File: src/rtl/mips_pkg.sv
// Shared encodings for the MIPS ID/EX stage: ALU control codes and forward-select values.
// Used by forward_unit and id_ex_stage (forwarding enabled by FORWARD_EN).
package mips_pkg;

    localparam logic [2:0] ALUADD = 3'b010;
    localparam logic [2:0] ALUSUB = 3'b110;
    localparam logic [2:0] ALUAND = 3'b000;
    localparam logic [2:0] ALUOR  = 3'b001;
    localparam logic [2:0] ALUSLT = 3'b111;

    localparam logic [1:0] FWD_REG = 2'b00;
    localparam logic [1:0] FWD_WB  = 2'b01;
    localparam logic [1:0] FWD_MEM = 2'b10;

endpackage

File: src/rtl/forward_unit.sv
// Forward-source select for one EX operand index. Instantiated per operand when
// id_ex_stage is built with FORWARD_EN.
module forward_unit
    import mips_pkg::*;
#(
    parameter int RW = 5
) (
    input  logic [RW-1:0] src_i,
    input  logic          mem_regwrite_i,
    input  logic [RW-1:0] mem_writereg_i,
    input  logic          wb_regwrite_i,
    input  logic [RW-1:0] wb_writereg_i,
    output logic [1:0]    sel_o
);

    logic src_nz;
    assign src_nz = (src_i != '0);

    // EX/MEM is younger than MEM/WB, so it wins when both match.
    always_comb begin
        sel_o = FWD_REG;
        if (src_nz && mem_regwrite_i && (mem_writereg_i == src_i)) begin
            sel_o = FWD_MEM;
        end else if (src_nz && wb_regwrite_i && (wb_writereg_i == src_i)) begin
            sel_o = FWD_WB;
        end
    end

endmodule

File: src/rtl/id_ex_stage.sv
// ID/EX pipeline register with stall/flush and EX operand selection.
// Define FORWARD_EN to include EX/MEM and MEM/WB forwarding; otherwise operands come from the registers.
module id_ex_stage
    import mips_pkg::*;
#(
    parameter int DW = 32,
    parameter int RW = 5,
    parameter int CW = 3
) (
    input  logic          clk_i,
    input  logic          rst_n_i,
    input  logic          stall_i,
    input  logic          flush_i,
    input  logic          id_valid_i,
    input  logic [DW-1:0] id_rd1_i,
    input  logic [DW-1:0] id_rd2_i,
    input  logic [DW-1:0] id_signimm_i,
    input  logic [RW-1:0] id_rs_i,
    input  logic [RW-1:0] id_rt_i,
    input  logic [RW-1:0] id_rd_i,
    input  logic          id_regwrite_i,
    input  logic          id_memtoreg_i,
    input  logic          id_memwrite_i,
    input  logic          id_alusrc_i,
    input  logic          id_regdst_i,
    input  logic [CW-1:0] id_alucontrol_i,
    input  logic          mem_regwrite_i,
    input  logic [RW-1:0] mem_writereg_i,
    input  logic [DW-1:0] mem_aluout_i,
    input  logic          wb_regwrite_i,
    input  logic [RW-1:0] wb_writereg_i,
    input  logic [DW-1:0] wb_result_i,
    output logic [DW-1:0] ex_srca_o,
    output logic [DW-1:0] ex_srcb_o,
    output logic [CW-1:0] ex_alucontrol_o,
    output logic [DW-1:0] ex_writedata_o,
    output logic [RW-1:0] ex_writereg_o,
    output logic          ex_regwrite_o,
    output logic          ex_memtoreg_o,
    output logic          ex_memwrite_o,
    output logic          ex_valid_o,
    output logic [RW-1:0] ex_rs_o,
    output logic [RW-1:0] ex_rt_o
);

    logic [DW-1:0] rd1_q, rd1_d;
    logic [DW-1:0] rd2_q, rd2_d;
    logic [DW-1:0] imm_q, imm_d;
    logic [RW-1:0] rs_q, rs_d;
    logic [RW-1:0] rt_q, rt_d;
    logic [RW-1:0] rd_q, rd_d;
    logic          regwrite_q, regwrite_d;
    logic          memtoreg_q, memtoreg_d;
    logic          memwrite_q, memwrite_d;
    logic          alusrc_q, alusrc_d;
    logic          regdst_q, regdst_d;
    logic          valid_q, valid_d;
    logic [CW-1:0] aluc_q, aluc_d;

    // Flush loads an all-zero bubble and overrides stall.
    always_comb begin
        rd1_d      = rd1_q;
        rd2_d      = rd2_q;
        imm_d      = imm_q;
        rs_d       = rs_q;
        rt_d       = rt_q;
        rd_d       = rd_q;
        regwrite_d = regwrite_q;
        memtoreg_d = memtoreg_q;
        memwrite_d = memwrite_q;
        alusrc_d   = alusrc_q;
        regdst_d   = regdst_q;
        valid_d    = valid_q;
        aluc_d     = aluc_q;
        if (flush_i) begin
            rd1_d      = '0;
            rd2_d      = '0;
            imm_d      = '0;
            rs_d       = '0;
            rt_d       = '0;
            rd_d       = '0;
            regwrite_d = 1'b0;
            memtoreg_d = 1'b0;
            memwrite_d = 1'b0;
            alusrc_d   = 1'b0;
            regdst_d   = 1'b0;
            valid_d    = 1'b0;
            aluc_d     = '0;
        end else if (!stall_i) begin
            rd1_d      = id_rd1_i;
            rd2_d      = id_rd2_i;
            imm_d      = id_signimm_i;
            rs_d       = id_rs_i;
            rt_d       = id_rt_i;
            rd_d       = id_rd_i;
            regwrite_d = id_regwrite_i;
            memtoreg_d = id_memtoreg_i;
            memwrite_d = id_memwrite_i;
            alusrc_d   = id_alusrc_i;
            regdst_d   = id_regdst_i;
            valid_d    = id_valid_i;
            aluc_d     = id_alucontrol_i;
        end
    end

    always_ff @(posedge clk_i) begin
        if (!rst_n_i) begin
            rd1_q      <= '0;
            rd2_q      <= '0;
            imm_q      <= '0;
            rs_q       <= '0;
            rt_q       <= '0;
            rd_q       <= '0;
            regwrite_q <= 1'b0;
            memtoreg_q <= 1'b0;
            memwrite_q <= 1'b0;
            alusrc_q   <= 1'b0;
            regdst_q   <= 1'b0;
            valid_q    <= 1'b0;
            aluc_q     <= '0;
        end else begin
            rd1_q      <= rd1_d;
            rd2_q      <= rd2_d;
            imm_q      <= imm_d;
            rs_q       <= rs_d;
            rt_q       <= rt_d;
            rd_q       <= rd_d;
            regwrite_q <= regwrite_d;
            memtoreg_q <= memtoreg_d;
            memwrite_q <= memwrite_d;
            alusrc_q   <= alusrc_d;
            regdst_q   <= regdst_d;
            valid_q    <= valid_d;
            aluc_q     <= aluc_d;
        end
    end

    logic [DW-1:0] fwd_a;
    logic [DW-1:0] fwd_b;

`ifdef FORWARD_EN
    logic [1:0] sel_a;
    logic [1:0] sel_b;

    forward_unit #(.RW(RW)) u_fwd_rs (
        .src_i          (rs_q),
        .mem_regwrite_i (mem_regwrite_i),
        .mem_writereg_i (mem_writereg_i),
        .wb_regwrite_i  (wb_regwrite_i),
        .wb_writereg_i  (wb_writereg_i),
        .sel_o          (sel_a)
    );

    forward_unit #(.RW(RW)) u_fwd_rt (
        .src_i          (rt_q),
        .mem_regwrite_i (mem_regwrite_i),
        .mem_writereg_i (mem_writereg_i),
        .wb_regwrite_i  (wb_regwrite_i),
        .wb_writereg_i  (wb_writereg_i),
        .sel_o          (sel_b)
    );

    always_comb begin
        case (sel_a)
            FWD_MEM: fwd_a = mem_aluout_i;
            FWD_WB:  fwd_a = wb_result_i;
            default: fwd_a = rd1_q;
        endcase
        case (sel_b)
            FWD_MEM: fwd_b = mem_aluout_i;
            FWD_WB:  fwd_b = wb_result_i;
            default: fwd_b = rd2_q;
        endcase
    end
`else
    // Without forwarding the later-stage results are not consumed here.
    logic unused_fwd_src;
    assign unused_fwd_src = ^{mem_regwrite_i, mem_writereg_i, mem_aluout_i,
                              wb_regwrite_i, wb_writereg_i, wb_result_i};
    assign fwd_a = rd1_q;
    assign fwd_b = rd2_q;
`endif

    assign ex_srca_o       = fwd_a;
    assign ex_writedata_o  = fwd_b;
    assign ex_srcb_o       = alusrc_q ? imm_q : fwd_b;
    assign ex_alucontrol_o = aluc_q;
    assign ex_writereg_o   = regdst_q ? rd_q : rt_q;
    assign ex_regwrite_o   = regwrite_q;
    assign ex_memtoreg_o   = memtoreg_q;
    assign ex_memwrite_o   = memwrite_q;
    assign ex_valid_o      = valid_q;
    assign ex_rs_o         = rs_q;
    assign ex_rt_o         = rt_q;

endmodule

File: config.mk
export PLATFORM = sky130hd
export DESIGN_NAME = id_ex_stage
export DESIGN_NICKNAME = d
export VERILOG_FILES = /design/src/rtl/mips_pkg.sv /design/src/rtl/forward_unit.sv /design/src/rtl/id_ex_stage.sv
export SDC_FILE = /design/constraint.sdc
export NUM_CORES = 1
export LEC_CHECK = 0
export ABC_AREA = 1
export BUFFER_PORTS_ARGS = -buffer_cell sky130_fd_sc_hd__buf_4
export CAP_MARGIN = 20
export CORE_MARGIN = 5
export CORE_UTILIZATION = 35
export DETAILED_ROUTE_END_ITERATION = 16
export HOLD_SLACK_MARGIN = 0.05
export PLACE_DENSITY = 0.71
export SETUP_SLACK_MARGIN = 0.4
export SLEW_MARGIN = 20
export SYNTH_ARGS = -nofsm -noshare
export SYNTH_HDL_FRONTEND = slang
export SYNTH_SLANG_ARGS = --single-unit
File: constraint.sdc
create_clock -name clk_i -period 2 [get_ports clk_i]
set_input_delay 0.5 -clock clk_i [delete_from_list [all_inputs] [get_ports clk_i]]
set_output_delay 0.5 -clock clk_i [all_outputs]
set_load 0.05 [all_outputs]
==> flow_summary.ini, run 1 <==
[outcome]
outcome = finished, final reports clean

[clocking]
clock_latency_ns = 0.41
clkSinkCount = 120
root_buffer = clkbuf_16
cts_buffer_depth = 2
htreeDepth = 4
clkTransAtPathRegs_ns = 0.05
cts_buffers = 17
cts_tree = done
cts_hold_buf = 0

[drt]
first_pass_iters = 5
drtAntennaViolNets = 0
drt-initial-drc-count = 285
post_drt_wl_per_cell_um = 14.2
drt-vias-per-instance = 4.66
wirelength_um = 15100
drc = 0
num_vias = 4944

[grt]
grt_pass1_wl_um = 23700
grt_pass1_vias = 4673
track_usage_pct = 18.7
gr-total-overflow = 0
grt_start_max_net_pins = 121
antenna_found_initial = 0

[timing]
setup_viol = 0
max_slew_margin_pct = 63.5
fin_skew_ns = 0
max_freq_mhz = 518
setup_tns_ns = 0
finalHoldViolations = 0
final_max_slew_viol_count = 0
rsz0062_at_grt = true
finalCritPeriodShare_pct = 96.6
period_minus_slack_ns = 1.93
worst_pin_slew_ns = 0.547

[setup_path]
path_common_cell = buf_4
cp_cell_sequence = buf_4, buf_4, o21ai_4, buf_6
ff2ff_setup_slack_ns = 1.04
crit_slowest_cell = dfxtp_4
worst-path-max-fanout = 7
cp.arrival_ns = 1.43
start_kind = flip-flop
path_class = flip-flop to output pin
max_stage_delay_ns = 0.40
crit_path_end_kind = output pin
required_ns = 1.50

[die]
core_region_area_sq_mm = 0.0131
start_util_pct = 35.3
ios = 318
die-width_um = 125
fp-row-count = 42
die-area_sq_mm = 0.0156
die_h_um = 125

[synthesis]
synth_area_sq_mm = 0.00463
synth_nets = 841
synth_top_area_cell = dfxtp_1
synth_edf_count = 0
yosysWarnings = 0
synth_top_area_share_pct = 51.8
synth_commonest_cells = nand2_1 (278), a21oi_1 (120), dfxtp_1 (120), inv_1 (38), o21ai_0 (37)
yosysMostFrequentCell = nand2_1
ys_types = 9
synthCells = 641
ys_seq_area_share_pct = 51.8
ys.flop_type = dfxtp_1
synth_seq_cells = 120
avgSynthCellArea_sq_um = 7.23
synthArstFlopShare_pct = 0
ys_top_cells_by_area = dfxtp_1 (52%), nand2_1 (23%), a21oi_1 (13%)

[job]
cap_violations = 0

[placement]
post_dp_cell_area_sq_mm = 0.00708
hpwl_um = 10100
portBuffers = 241
routabilityCongestion = 0.804

[cells_and_area]
final_area_sq_mm = 0.00797
finalNetCount = 1073
antenna_cells = 0
drive_above_1_share_pct = 41.8
fillers = 1208
area_delta_synth_final_pct = 72.0

[power_and_ir_drop]
ir_drop_uv = 565
p_per_area_mw_per_mm2 = 820
leakagePower_nw = 3.46

[worst_hold_path]
hp-class = primary input to flip-flop
[critical path: cells and delay by family (launching register included)]
kind	cells	cell delay (ns)
buf+inv	3	0.49
flops	1	0.40
compound gates	1	0.13
[cells by family after synthesis]
family	after synthesis	share of synthesized area (%)
flops	120	51.8
simple gates	278	22.5
compound gates	157	17.0
buf+inv	86	8.69
[area by class of cell]
class | instances | area, sq um | area share (%)
clock buffers | 25 | 505 | 6.34
clock inverters | 7 | 90.1 | 1.13
inverters | 39 | 148 | 1.85
multi-input cells | 435 | 2280 | 28.6
flip-flops and latches | 120 | 2450 | 30.8
well taps | 176 | 220 | 2.76
repair buffers | 260 | 2270 | 28.5
[final timing paths]
check	from	to	cells after the start
min reg2reg	imm_q[21]	imm_q[21]	2
max	alusrc_q	ex_srcb_o[1]	4
max reg2reg	alusrc_q	alusrc_q	3
min	id_rd1_i[11]	ex_srca_o[11]	3
[per-layer routing]
metal / GRT usage, % / vias to the layer above / wire length, um
met5: 0 / - / 0
met1: 22.0 / 2236 / 6230
met2: 28.7 / 193 / 6950
li1: - / 2489 / -
met4: 7.84 / 0 / 361
met3: 9.81 / 26 / 1550
[state kept, by name, summed over array words and instances, names as in the netlist, 3 cells and up]
| register | cells |
|---|---|
| ex_srca_o | 32 |
| ex_writedata_o | 32 |
| imm_q | 32 |
| ex_rs_o | 5 |
| ex_rt_o | 5 |
| rd_q | 5 |
| ex_alucontrol_o | 3 |
[power by group]
part           switching, W  total [W]  internal, W
Clock               0.00105    0.00304      0.00199
Combinational      0.000579   0.000974     0.000395
Sequential        0.0000486    0.00252      0.00247
[placed cells by master (no fill, tap or decap)]
master / count
inv_1: 38
dfxtp_2: 36
buf_8: 9
clkinvlp_4: 2
clkbuf_16: 18
buf_6: 32
nand2_1: 273
bufinv_16: 2
dfxtp_1: 82
buf_4: 209
o21ai_4: 37
dfxtp_4: 2
clkbuf_8: 5
clkbuf_1: 3
a21oi_1: 120
clkinv_2: 4
nand2_4: 5
buf_12: 9
[timing repair]
item | 4_1_cts | 5_1_grt
gates cloned | 0 | 1
pin swaps | 4 | 0
gates resized for setup | 51 | 11
buffers inserted | 6 | 1
endpoints found under the setup margin | 37 | 37
[through the flow]
step	cells	power [W]	utilization (%)	setup slack, ns	hold WS, ns
2_1_floorplan	641	0.00312	-	0.392	0.444
3_3_place_gp	1022	0.00350	53.9	0.356	0.452
3_5_place_dp	1022	0.00351	53.9	0.334	0.456
4_1_cts	1060	0.00662	60.1	0.0432	0.313
5_1_grt	1062	0.00679	60.7	0.00812	0.317
6_report	1062	0.00653	60.7	0.0683	0.338
Note: power is estimated with default switching activity, not from simulation.
==> run 2: changes to the inputs <==
--- a/config.mk
+++ b/config.mk
@@ -12,8 +12,7 @@
 export CORE_UTILIZATION = 35
 export DETAILED_ROUTE_END_ITERATION = 16
 export HOLD_SLACK_MARGIN = 0.05
-export PLACE_DENSITY = 0.71
-export SETUP_SLACK_MARGIN = 0.4
+export PLACE_DENSITY = 0.82
 export SLEW_MARGIN = 20
 export SYNTH_ARGS = -nofsm -noshare
 export SYNTH_HDL_FRONTEND = slang
==> flow_summary.ini, run 2 (synthesis results as in run 1) <==
[cells_and_area]
area_delta_synth_final_pct = 55.3
final_cell_mix = nand2_1 (277), buf_4 (241), a21oi_1 (120)
drive_above_1_share_pct = 32.3
final_common_cell = nand2_1
layout.cells.non_filler = 1051
antenna_cells = 0
finalNetCount = 1063
fillers = 1269

[setup_path]
cp.arrival_ns = 1.42
required_ns = 1.50
cp_cell_sequence = buf_12, nand2_1, o21ai_1, buf_4
path_delay_family = buffers and inverters
crit_path_end_kind = output pin
startpoint = alusrc_q
start_kind = flip-flop
critPathBufInv = 2
max_stage_delay_ns = 0.36
r2r_start = regdst_q
worst-path-max-fanout = 39
crit_slowest_cell = dfxtp_2
path_class = flip-flop to output pin

[worst_hold_path]
hold_path_startpoint = id_rd1_i[22]
hp-class = primary input to flip-flop

[clocking]
clkSinkCount = 120
clock_latency_ns = 0.40
clkTransAtPathRegs_ns = 0.06
cts_buffer_depth = 2
cts_buffers = 17
root_buffer = clkbuf_16
htreeDepth = 4
cts_tree = done

[die]
die-width_um = 125
die_h_um = 125
die-area_sq_mm = 0.0156
core_region_area_sq_mm = 0.0131
fp-row-count = 42
ios = 318
start_util_pct = 35.3

[timing]
max_slew_margin_pct = 64.8
finalHoldViolations = 0
max_freq_mhz = 520
worst_pin_slew_ns = 0.528
whs_ns = 0.345
setup_viol = 0
final_max_slew_viol_count = 0
finalCritPeriodShare_pct = 96.2
rsz0062_at_grt = false
setup_slack_ns = 0.0755
fin_skew_ns = 0
period_minus_slack_ns = 1.92
setup_tns_ns = 0

[drt]
drtAntennaViolNets = 0
num_vias = 4860
wirelength_um = 14400
drc = 0
drt-initial-drc-count = 236
first_pass_iters = 4
drt-vias-per-instance = 4.62
post_drt_wl_per_cell_um = 13.7

[outcome]
outcome = finished, final reports clean

[grt]
track_usage_pct = 17.8
grt_pass1_wl_um = 22500
antenna_found_initial = 0
grt_start_max_net_pins = 121
gr-total-overflow = 0
grt_pass1_vias = 4556

[placement]
hpwl_um = 9930
dp_slack_ns = 0.374
routabilityCongestion = 0.871
placed_cells = 1020
portBuffers = 241

[power_and_ir_drop]
p_per_area_mw_per_mm2 = 911
ir_drop_uv = 565
leakagePower_nw = 3.19

[job]
cap_violations = 0
## run 2: cell count changes in the layout (fill, tap and decap cells not counted), sizes merged
cell | previous run | this run
clkinv | 4 | 5
clkbuf | 26 | 23
bufinv | 2 | 3
buf | 259 | 250
clkinvlp | 2 | 1
## run 2: worst paths after layout
check / to / slack, ns / depth (start not counted)
max: ex_srcb_o[13] / 0.08 / 4
min: ex_srca_o[22] / 0.34 / 3
max reg2reg: regdst_q / 1.15 / 2
min reg2reg: imm_q[3] / 0.46 / 2
## run 2: cell type report
type / count / area (sq um) / area share (%)
Clock buffer: 23 / 498 / 6.92
Clock inverter: 8 / 118 / 1.63
Inverter: 39 / 148 / 2.05
Multi-Input combinational cell: 435 / 1840 / 25.5
Sequential cell: 120 / 2400 / 33.4
Tap cell: 176 / 220 / 3.06
Timing Repair Buffer: 250 / 1980 / 27.4
## run 2: metrics by stage
stage / total power (W) / instance area [sq um] / utilization (%)
floorplan: 0.00307 / 4630 / -
global placement: 0.00344 / 6570 / 50.0
CTS: 0.00664 / 7190 / 54.7
global route: 0.00682 / 7200 / 54.8
detailed placement: 0.00345 / 6570 / 50.0
finish: 0.00656 / 7200 / 54.8
## run 2: worst register-to-register path: stages (launching register included)
cell and delay [ns]:
dfxtp_1 0.52, nand2_1 0.10, a21oi_1 0.16
## run 2: per-layer routing
layer / vias up / global-route usage, % / part of all wire, %
met3: 29 / 7.89 / 9.2
met1: 2184 / 20.1 / 41
met5: - / 0 / 0
met2: 195 / 29.0 / 47
met4: 0 / 8.42 / 2.8
li1: 2452 / - / -
## run 2: report_power, final
| part | internal [W] | leakage (nW) | switching, W |
|---|---|---|---|
| clock network | 0.00211 | 0.305 | 0.00105 |
| registers | 0.00247 | 0.978 | 0.0000457 |
| logic | 0.000343 | 1.91 | 0.000540 |
| total | 0.00492 | 3.19 | 0.00164 |
## run 2: what timing repair did
action                                  CTS  global route
setup buffers                             0             0
endpoints found under the setup margin    1             1
hold buffers                              0             0
resized for setup                         1             2
endpoints found under the hold margin     0             0
